--- src/rtl/hub75_rx.sv ---
// HUB75 receiver: rebuilds shifted lines in a ping-pong buffer and streams each latched line as pixel beats.
// Optional: define HUB75_RX_BLANK_GATE_EN to accept a latch only while the panel is blanked.
module hub75_rx #(
    parameter int COLS     = 32,
    parameter int COLBITS  = 5,
    parameter int ADDRBITS = 5
) (
    input  logic                clk,
    input  logic                reset,
    input  logic                hub_sclk,
    input  logic                hub_latch,
    input  logic                hub_blank,
    input  logic [ADDRBITS-1:0] hub_addr,
    input  logic [2:0]          hub_rgb1,
    input  logic [2:0]          hub_rgb2,
    output logic                px_valid,
    input  logic                px_ready,
    output logic [ADDRBITS-1:0] px_row,
    output logic [COLBITS-1:0]  px_col,
    output logic [2:0]          px_rgb1,
    output logic [2:0]          px_rgb2,
    output logic                px_last,
    output logic                overrun
);

    localparam logic [0:0] S_IDLE = 1'b0;
    localparam logic [0:0] S_DUMP = 1'b1;
    localparam int DW = ADDRBITS + 8;
    localparam logic [COLBITS:0] COLS_W = (COLBITS+1)'(COLS);

    // {sclk, latch, addr, rgb1, rgb2} share one synchroniser so data and strobes stay aligned
    logic [DW-1:0]         s1_q, s2_q;
    logic [1:0]            s2d_q;
    logic [COLBITS:0]      wr_col_q, wr_col_d, wr_cnt, len_q, len_d;
    logic [COLBITS-1:0]    rd_col_q, rd_col_d;
    logic [ADDRBITS-1:0]   row_q, row_d;
    logic [0:0]            state_q, state_d;
    logic                  bank_sel_q, bank_sel_d;
    logic                  go_q, go_d, overrun_q, overrun_d;
    logic                  sclk_rise, latch_rise, latch_ok, cap_en, latch_hit, busy, accept, last_beat;
    logic [5:0]            s2_pix, rd_dat;
    logic [ADDRBITS-1:0]   s2_addr;
    logic [5:0]            mem_q [2][COLS];

    always_ff @(posedge clk or posedge reset) begin
        if (reset) begin
            s1_q  <= '0;
            s2_q  <= '0;
            s2d_q <= '0;
        end else begin
            s1_q  <= {hub_sclk, hub_latch, hub_addr, hub_rgb1, hub_rgb2};
            s2_q  <= s1_q;
            s2d_q <= s2_q[DW-1 -: 2];
        end
    end

    assign sclk_rise  = s2_q[DW-1] & ~s2d_q[1];
    assign latch_rise = s2_q[DW-2] & ~s2d_q[0];
    assign s2_addr    = s2_q[ADDRBITS+5:6];
    assign s2_pix     = s2_q[5:0];

`ifdef HUB75_RX_BLANK_GATE_EN
    logic blank_s1_q, blank_s2_q;
    always_ff @(posedge clk or posedge reset) begin
        if (reset) begin
            blank_s1_q <= 1'b0;
            blank_s2_q <= 1'b0;
        end else begin
            blank_s1_q <= hub_blank;
            blank_s2_q <= blank_s1_q;
        end
    end
    assign latch_ok = latch_rise & blank_s2_q;
`else
    logic unused_blank;
    assign unused_blank = hub_blank;
    assign latch_ok     = latch_rise;
`endif

    // A pixel shifted in the latch cycle is written first and counted in the line
    assign cap_en    = sclk_rise && (wr_col_q < COLS_W);
    assign wr_cnt    = wr_col_q + {{COLBITS{1'b0}}, cap_en};
    assign latch_hit = latch_ok && (wr_cnt != '0);
    assign busy      = (state_q == S_DUMP) || go_q;
    assign accept    = latch_hit && !busy;
    assign last_beat = ({1'b0, rd_col_q} == (len_q - (COLBITS+1)'(1)));

    always_ff @(posedge clk) begin
        if (cap_en) mem_q[bank_sel_q][wr_col_q[COLBITS-1:0]] <= s2_pix;
    end
    assign rd_dat = mem_q[~bank_sel_q][rd_col_q];

    always_comb begin
        wr_col_d   = latch_hit ? '0 : wr_cnt;
        bank_sel_d = accept ? ~bank_sel_q : bank_sel_q;
        row_d      = accept ? s2_addr : row_q;
        len_d      = accept ? wr_cnt : len_q;
        go_d       = accept;
        overrun_d  = latch_hit && busy;
        state_d    = state_q;
        rd_col_d   = rd_col_q;
        case (state_q)
            S_IDLE: if (go_q) state_d = S_DUMP;
            S_DUMP: begin
                if (px_ready) begin
                    if (last_beat) begin
                        rd_col_d = '0;
                        state_d  = S_IDLE;
                    end else begin
                        rd_col_d = rd_col_q + COLBITS'(1);
                    end
                end
            end
            default: state_d = S_IDLE;
        endcase
    end

    always_ff @(posedge clk or posedge reset) begin
        if (reset) begin
            wr_col_q   <= '0;
            rd_col_q   <= '0;
            len_q      <= '0;
            row_q      <= '0;
            bank_sel_q <= 1'b0;
            go_q       <= 1'b0;
            overrun_q  <= 1'b0;
            state_q    <= S_IDLE;
        end else begin
            wr_col_q   <= wr_col_d;
            rd_col_q   <= rd_col_d;
            len_q      <= len_d;
            row_q      <= row_d;
            bank_sel_q <= bank_sel_d;
            go_q       <= go_d;
            overrun_q  <= overrun_d;
            state_q    <= state_d;
        end
    end

    assign px_valid = (state_q == S_DUMP);
    assign px_row   = row_q;
    assign px_col   = rd_col_q;
    assign px_rgb1  = px_valid ? rd_dat[5:3] : 3'b0;
    assign px_rgb2  = px_valid ? rd_dat[2:0] : 3'b0;
    assign px_last  = px_valid && last_beat;
    assign overrun  = overrun_q;

endmodule

--- config.mk ---
export PLATFORM = sky130hd
export DESIGN_NAME = hub75_rx
export DESIGN_NICKNAME = d
export VERILOG_FILES = /design/src/rtl/hub75_rx.sv
export SDC_FILE = /design/constraint.sdc
export NUM_CORES = 1
export LEC_CHECK = 0
export BUFFER_PORTS_ARGS = -buffer_cell sky130_fd_sc_hd__buf_2
export CORE_ASPECT_RATIO = 1.25
export CORE_MARGIN = 2
export CORE_UTILIZATION = 40
export DETAILED_ROUTE_END_ITERATION = 10
export PLACE_DENSITY = 0.66
export RECOVER_POWER = 100
export SLEW_MARGIN = 0
export SYNTH_ARGS = -nofsm -noshare
export SYNTH_HDL_FRONTEND = slang
export SYNTH_SLANG_ARGS = --single-unit
--- constraint.sdc ---
create_clock -name clk -period 2.4 [get_ports clk]
set_input_delay 0.24 -clock clk [delete_from_list [all_inputs] [get_ports clk]]
set_output_delay 0.24 -clock clk [all_outputs]
set_load 0.02 [all_outputs]
# After elaboration in Yosys (flattened, before gate mapping)
# Memories as Yosys holds them, arrays and structs flattened.
# Cells that the tools add are included.
# Widths: inputs -> output; s select.
[classes]
n_eq_ne = 1
bitwise = 8
n_reduce_logical = 10
shifts = 0
n_mux = 15
n_lt_le_gt_ge = 4
div = 0
addsub = 3
multipliers = 0
[ops]
columns = ["cell", "count"]
rows = [
  ["$mux 192", 1],
  ["$bmux 6 s5", 1],
  ["$demux 6 s5", 1],
  ["$mux 6", 4],
  ["$ge 6x6->1 const B", 2],
  ["$not 5->6", 2],
  ["$add 6x1->6", 1],
  ["$eq 5x6->1", 1],
  ["$logic_and 1x1->1", 6],
  ["$lt 6x1->1 const B", 1],
  ["$lt 6x6->1 const B", 1],
  ["$mux 3", 2],
  ["$reduce_bool 6->1", 1],
  ["$sub 6x1->6 const B", 1],
  ["$add 5x1->5 const B", 1],
  ["$mux 5", 1],
  ["$mux 1", 4],
  ["$not 1->1", 4],
  ["$and 1x1->1", 2],
  ["$pmux 1 s2", 1],
  ["$reduce_and 2->1", 1],
  ["$logic_not 1->1", 1],
  ["$logic_or 1x1->1", 1],
]
[totals]
mem_bits_ro = 0
ramBits = 384
mem_count = 1
latchBits = 0
regBits = 54
elab_cells = 53
[memory_table]
columns = ["memory", "words", "width", "rd", "rd_ports_with_merged_regs", "write_ports", "line", "source"]
rows = [
  ["mem_q", 2, 192, 1, 0, 1, "43", "logic [5:0] mem_q [2][COLS];"],
]

# Depth between registers and ports, before layout
[depth]
ltp_word = 7
mapped_depth = 9
depth_no_buf = 8

# Worst setup path before layout
# OpenSTA, ideal clock, no wires.
[synth_path]
path_type = "reg-to-reg"
from = "reg wr_col_q[5]"
to = "reg len_q[0]"
t_required_ns = 2.275
arrival_ns = 2.371
period_less_slack_ns = 2.496
setup_ns = 0.125
path_stages_with_launch = 9
path_slack_ns = -0.096
cell_sequence = "dfrtp_1 nor3b_1 ha_1 ha_1 a31oi_1 or4b_4 o211ai_4 buf_6 mux2_4"
[synth_via]
elab_chain_cells = 6
[synth_rtl]
columns = ["item", "line", "source"]
rows = [
  ["from (decl)", "34", "logic [COLBITS:0] wr_col_q, wr_col_d, wr_cnt, len_q, len_d;"],
  ["from (signal assigned)", "129", "wr_col_q <= wr_col_d;"],
  ["$lt 6x6->1", "81", "assign cap_en = sclk_rise && (wr_col_q < COLS_W);"],
  ["$logic_and 1x1->1", "81", ""],
  ["$add 6x1->6 (*)", "82", "assign wr_cnt = wr_col_q + {{COLBITS{1'b0}}, cap_en};"],
  ["$reduce_bool 6->1", "83", "assign latch_hit = latch_ok && (wr_cnt != '0);"],
  ["$logic_and 1x1->1", "83", ""],
  ["$logic_and 1x1->1", "85", "assign accept = latch_hit && !busy;"],
  ["to (signal assigned)", "131", "len_q <= len_d;"],
  ["to (decl)", "34", ""],
]
# Mark *: on every way between the ends. The rest lies on a longest branch, timed or not.
# A chain may end at the register's enable or synchronous reset.

# Worst setup path in the final report
[layout_path]
from = "reg bank_sel_q"
to = "out px_rgb1[0]"
[layout_via]
elab_chain_cells = 6
[layout_rtl]
columns = ["item", "line", "source"]
rows = [
  ["from (decl)", "38", "logic bank_sel_q, bank_sel_d;"],
  ["from (signal assigned)", "133", "bank_sel_q <= bank_sel_d;"],
  ["$not 1->1", "91", "assign rd_dat = mem_q[~bank_sel_q][rd_col_q];"],
  ["$mem_v2 2x192", "-", ""],
  ["$bmux 6 s5", "91", ""],
  ["$mux 6 (implied by the code) (2 in a row)", "91", ""],
  ["$mux 3", "143", "assign px_rgb1 = px_valid ? rd_dat[5:3] : 3'b0;"],
  ["to (decl)", "20", "output logic [2:0] px_rgb1,"],
]
# Every way passes these cells. The select of a mux whose other input is x is not followed.

==> metrics.log <==
[metrics] DRC: 0
[metrics] flop-to-flop setup slack: -400 ps
[metrics] Setup Skew: 14.3 ps
[metrics] CTS tree: yes
[metrics] number of design-rule violations left by the first detailed-router iteration: 839
[metrics] Switching Fraction: 24.7%
[metrics] Combinational Power Share: 15.1%
[metrics] fraction of layout cells with a size suffix above 1: 35.3%
[metrics] via/cell ratio: 5.20
[metrics] height of the die: 235 µm
[metrics] horizontal die dimension: 188 µm
[metrics] sequential group share of total power: 49.1%
[metrics] hold violation total from the final report: 0
[metrics] cell type with the highest aggregate area in the netlist: edfxtp_1
[metrics] initial core utilization: 40.5%
[metrics] violated checks: setup timing
[metrics] die area: 0.0442 mm²
[metrics] CTS H-Tree Depth: 2
[metrics] Yosys reg bits: 438
[metrics] total global-route track usage: 16.8%
[metrics] sequence of cells on the critical path: buf_12 > buf_4 > mux4_2 > mux2i_1 > buf_4 > a211oi_1 > buf_4 > o2bb2ai_1 > buf_2
[metrics] total of warnings raised by yosys: 0
[metrics] antenna violation net count after detailed routing: 0
[metrics] startpoint type of the worst setup path: flop
[metrics] # placed instances: 1562
[metrics] wire length of the first global-routing pass: 55400 µm
[metrics] detailed-routing iteration count for the pre-antenna-repair pass: 5
[metrics] final slew viol count: 0
[metrics] via count of the first global-routing pass: 8950
[metrics] Pwr Density: 834 mW/mm²
[metrics] cell row count: 84
[metrics] CP most frequent cell: buf_4
[metrics] routability-driven placement congestion ratio: 0.838
[metrics] most used cells in the layout excluding fill and tap cells: edfxtp_1 (384), buf_4 (104), mux4_2 (96)
[metrics] global route total overflow: 0
[metrics] number of buffer cells added on primary ports: 34
[metrics] Distinct cells, synth: 53
[metrics] cell types occupying the most area after synthesis: edfxtp_1 (68%), mux4_2 (13%), dfrtp_1 (7.9%)
[metrics] Worst-Skew Late Latency: 550 ps
[metrics] net count after synthesis: 866
[metrics] final setup slack of the worst path: -573 ps
[metrics] cell internal pwr: 13.0 mW
[metrics] clock tree root buffer cell: clkbuf_16
[metrics] met3 track demand over resource in global routing: 2.68%
[metrics] detailed placer's ending HPWL: 24300 µm
[metrics] number of antenna violations at the first check in global routing: 0
[metrics] Layout Area Growth over Synthesis: 22.1%
[metrics] number of setup violations in the final report: 29
[metrics] Clock Tree Buf Depth: 3
[metrics] final wirelength: 37000 µm
[metrics] required time reported for the critical path endpoint: 2160 ps
[metrics] worst hold slack: 329 ps
[metrics] sum of negative setup slack: -8340 ps
[metrics] area of the mapped netlist: 0.0170 mm²
[metrics] # fillers: 3508
[metrics] status: complete, but fails checks
[metrics] net load switching power: 4.28 mW
[metrics] slowest stage cell on the critical path: dfrtp_4
[metrics] maximum clock frequency: 0.336 GHz
[metrics] largest net degree at the start of global routing: 65
[metrics] met2 usage in global routing: 29.2%
[metrics] path type of the worst setup path: reg -> out
[metrics] critical path fanouts, max: 17
[metrics] maximum capacitance violations: 0
[metrics] number of non-filler instances in the completed layout: 1686
[metrics] # IOs: 36
[metrics] core area: 0.0420 mm²
[metrics] count of flip-flops with a built-in enable after synthesis: 384
[metrics] Post-layout nets: 1117
[metrics] most common cell after layout, fill and taps aside: edfxtp_1
[metrics] number of instances in the synthesized netlist: 845
[metrics] vias: 8773
[metrics] period utilisation layout: 124%
[metrics] relative contribution of the clock network to total power: 35.8%
[metrics] sequential cell area fraction in the yosys report: 75.7%
[metrics] setup repair after global routing missed its margin: true
[metrics] worst slack, placed: -102 ps
[metrics] Mean Syn Cell Area: 20.1 µm²
[metrics] measured slew at the worst slew-check pin: 1330 ps
[metrics] proportion of synthesized flip-flops having asynchronous set or reset: 12.3%
[metrics] number of CTS-inserted buffers: 42
[metrics] total clock sinks: 438
[metrics] fin crit period: 2970 ps
[metrics] slowest cell delay on critical path: 530 ps
[metrics] GR peak layer: met2
[metrics] antenna cells: 0
[metrics] Clock transition at path regs: 60 ps
[metrics] leakage: 7.12 nW
[metrics] sort of element at the end of the critical path: primary output
[metrics] dominant register cell in the synthesized netlist: edfxtp_1
[metrics] relative max-transition margin: 11.6%
[metrics] class of the tightest hold or removal check: in -> reg
[metrics] peak ir drop on the vdd network: 535 µV
[metrics] average wire length per cell after detail routing: 22.0 µm
[metrics] area share of the largest cell type after synthesis: 67.8%
[metrics] fraction of met1 tracks used by global routing: 21.8%
[metrics] Crit path arrival time: 2730 ps
## layer usage
metal  vias up  wire length, µm
li1       3929                -
met1      4492            15100
met2       284            18600
met3        68             2280
met4         0             1040
met5         -                0
## logic make-up (layout without fill, tap and decap cells)
logic type	count (synthesis)	count (layout)	share of synthesized area [%]
AO/OA/AOI/OAI	70	70	2.93
XOR/XNOR	12	12	0.787
adder cells (fa/ha/maj)	4	4	0.294
buffers and inverters	43	325	1.29
flip-flops	438	438	75.7
multiplexers	128	128	14.8
AND/OR/NAND/NOR	150	150	4.14
## sequential cells by signal (all words and copies together), names as in the netlist, 2 cells and up
signal	flops
s1_q	13
s2_q	13
mem_q	384
px_col	5
px_row	5
wr_col_q	6
len_q	6
s2d_q	2
## worst paths after layout
check,from,endpoint,cells after the start
worst max register to register,wr_col_q[5],px_row[2],8
worst max-delay path,bank_sel_q,px_rgb1[0],9
worst min-delay path,hub_rgb2[0],s1_q[0],2
max in group asynchronous,reset,s2d_q[1],4
worst min register to register,s1_q[5],s2_q[5],0
min in group asynchronous,reset,px_row[3],3
## worst max-delay path: cells and delay by family (launching register included)
kind,cells,cell delay [ps]
muxes,2,400
AOI/OAI and AO/OA,2,380
DFF,1,530
buffers and inverters,5,860
## area by class of cell
type	instances	area [µm²]	area share (%)
Inverter	5	18.8	0.0904
Sequential cell	438	12900	62.1
Timing Repair Buffer	245	1850	8.91
Clock buffer	60	1210	5.85
Tap cell	559	699	3.37
Multi-Input combinational cell	364	4010	19.3
Clock inverter	15	76.3	0.368
## Yosys cell counts (all sizes together) (2+ instances only)
cell    count
o22ai      18
clkbuf     14
nand3       8
edfxtp    384
or3         3
nor3        6
buf        24
xnor2       8
o211ai      2
nor4        2
o21ai      12
xor2        3
inv         5
and2        8
a211oi      9
nand3b      4
mux4       96
a21o        4
a21oi       7
a22o        6
dfrtp      54
mux2       10
nor2       78
mux2i      22
nand2      20
nand2b      5
a31oi       4
ha          4
nor3b       3
nor2b       9
## per-stage QoR
stage               total power, mW  instance area [µm²]  utilization [%]
floorplan                      10.0                17000                -
detailed placement             11.1                19100             45.5
global route                   17.9                20800             49.4
global placement               11.1                19100             45.5
finish                         17.3                20800             49.4
CTS                            17.4                20800             49.4
## power by group through the flow
stage,Combinational (mW),Clock (mW),Sequential (mW)
floorplan,1.36,0,8.67
global placement,2.43,0,8.67
detailed placement,2.45,0,8.68
CTS,2.56,6.35,8.53
global route,2.76,6.63,8.51
finish,2.61,6.20,8.51
## what timing repair did
item	4_1_cts	5_1_grt
gates cloned	1	0
pin swaps	6	4
buffers inserted	5	28
resized for setup	29	12
endpoints found under the setup margin	17	20
hold buffers	15	0
endpoints found under the hold margin	49	0
(Power assumes the default switching activity.)
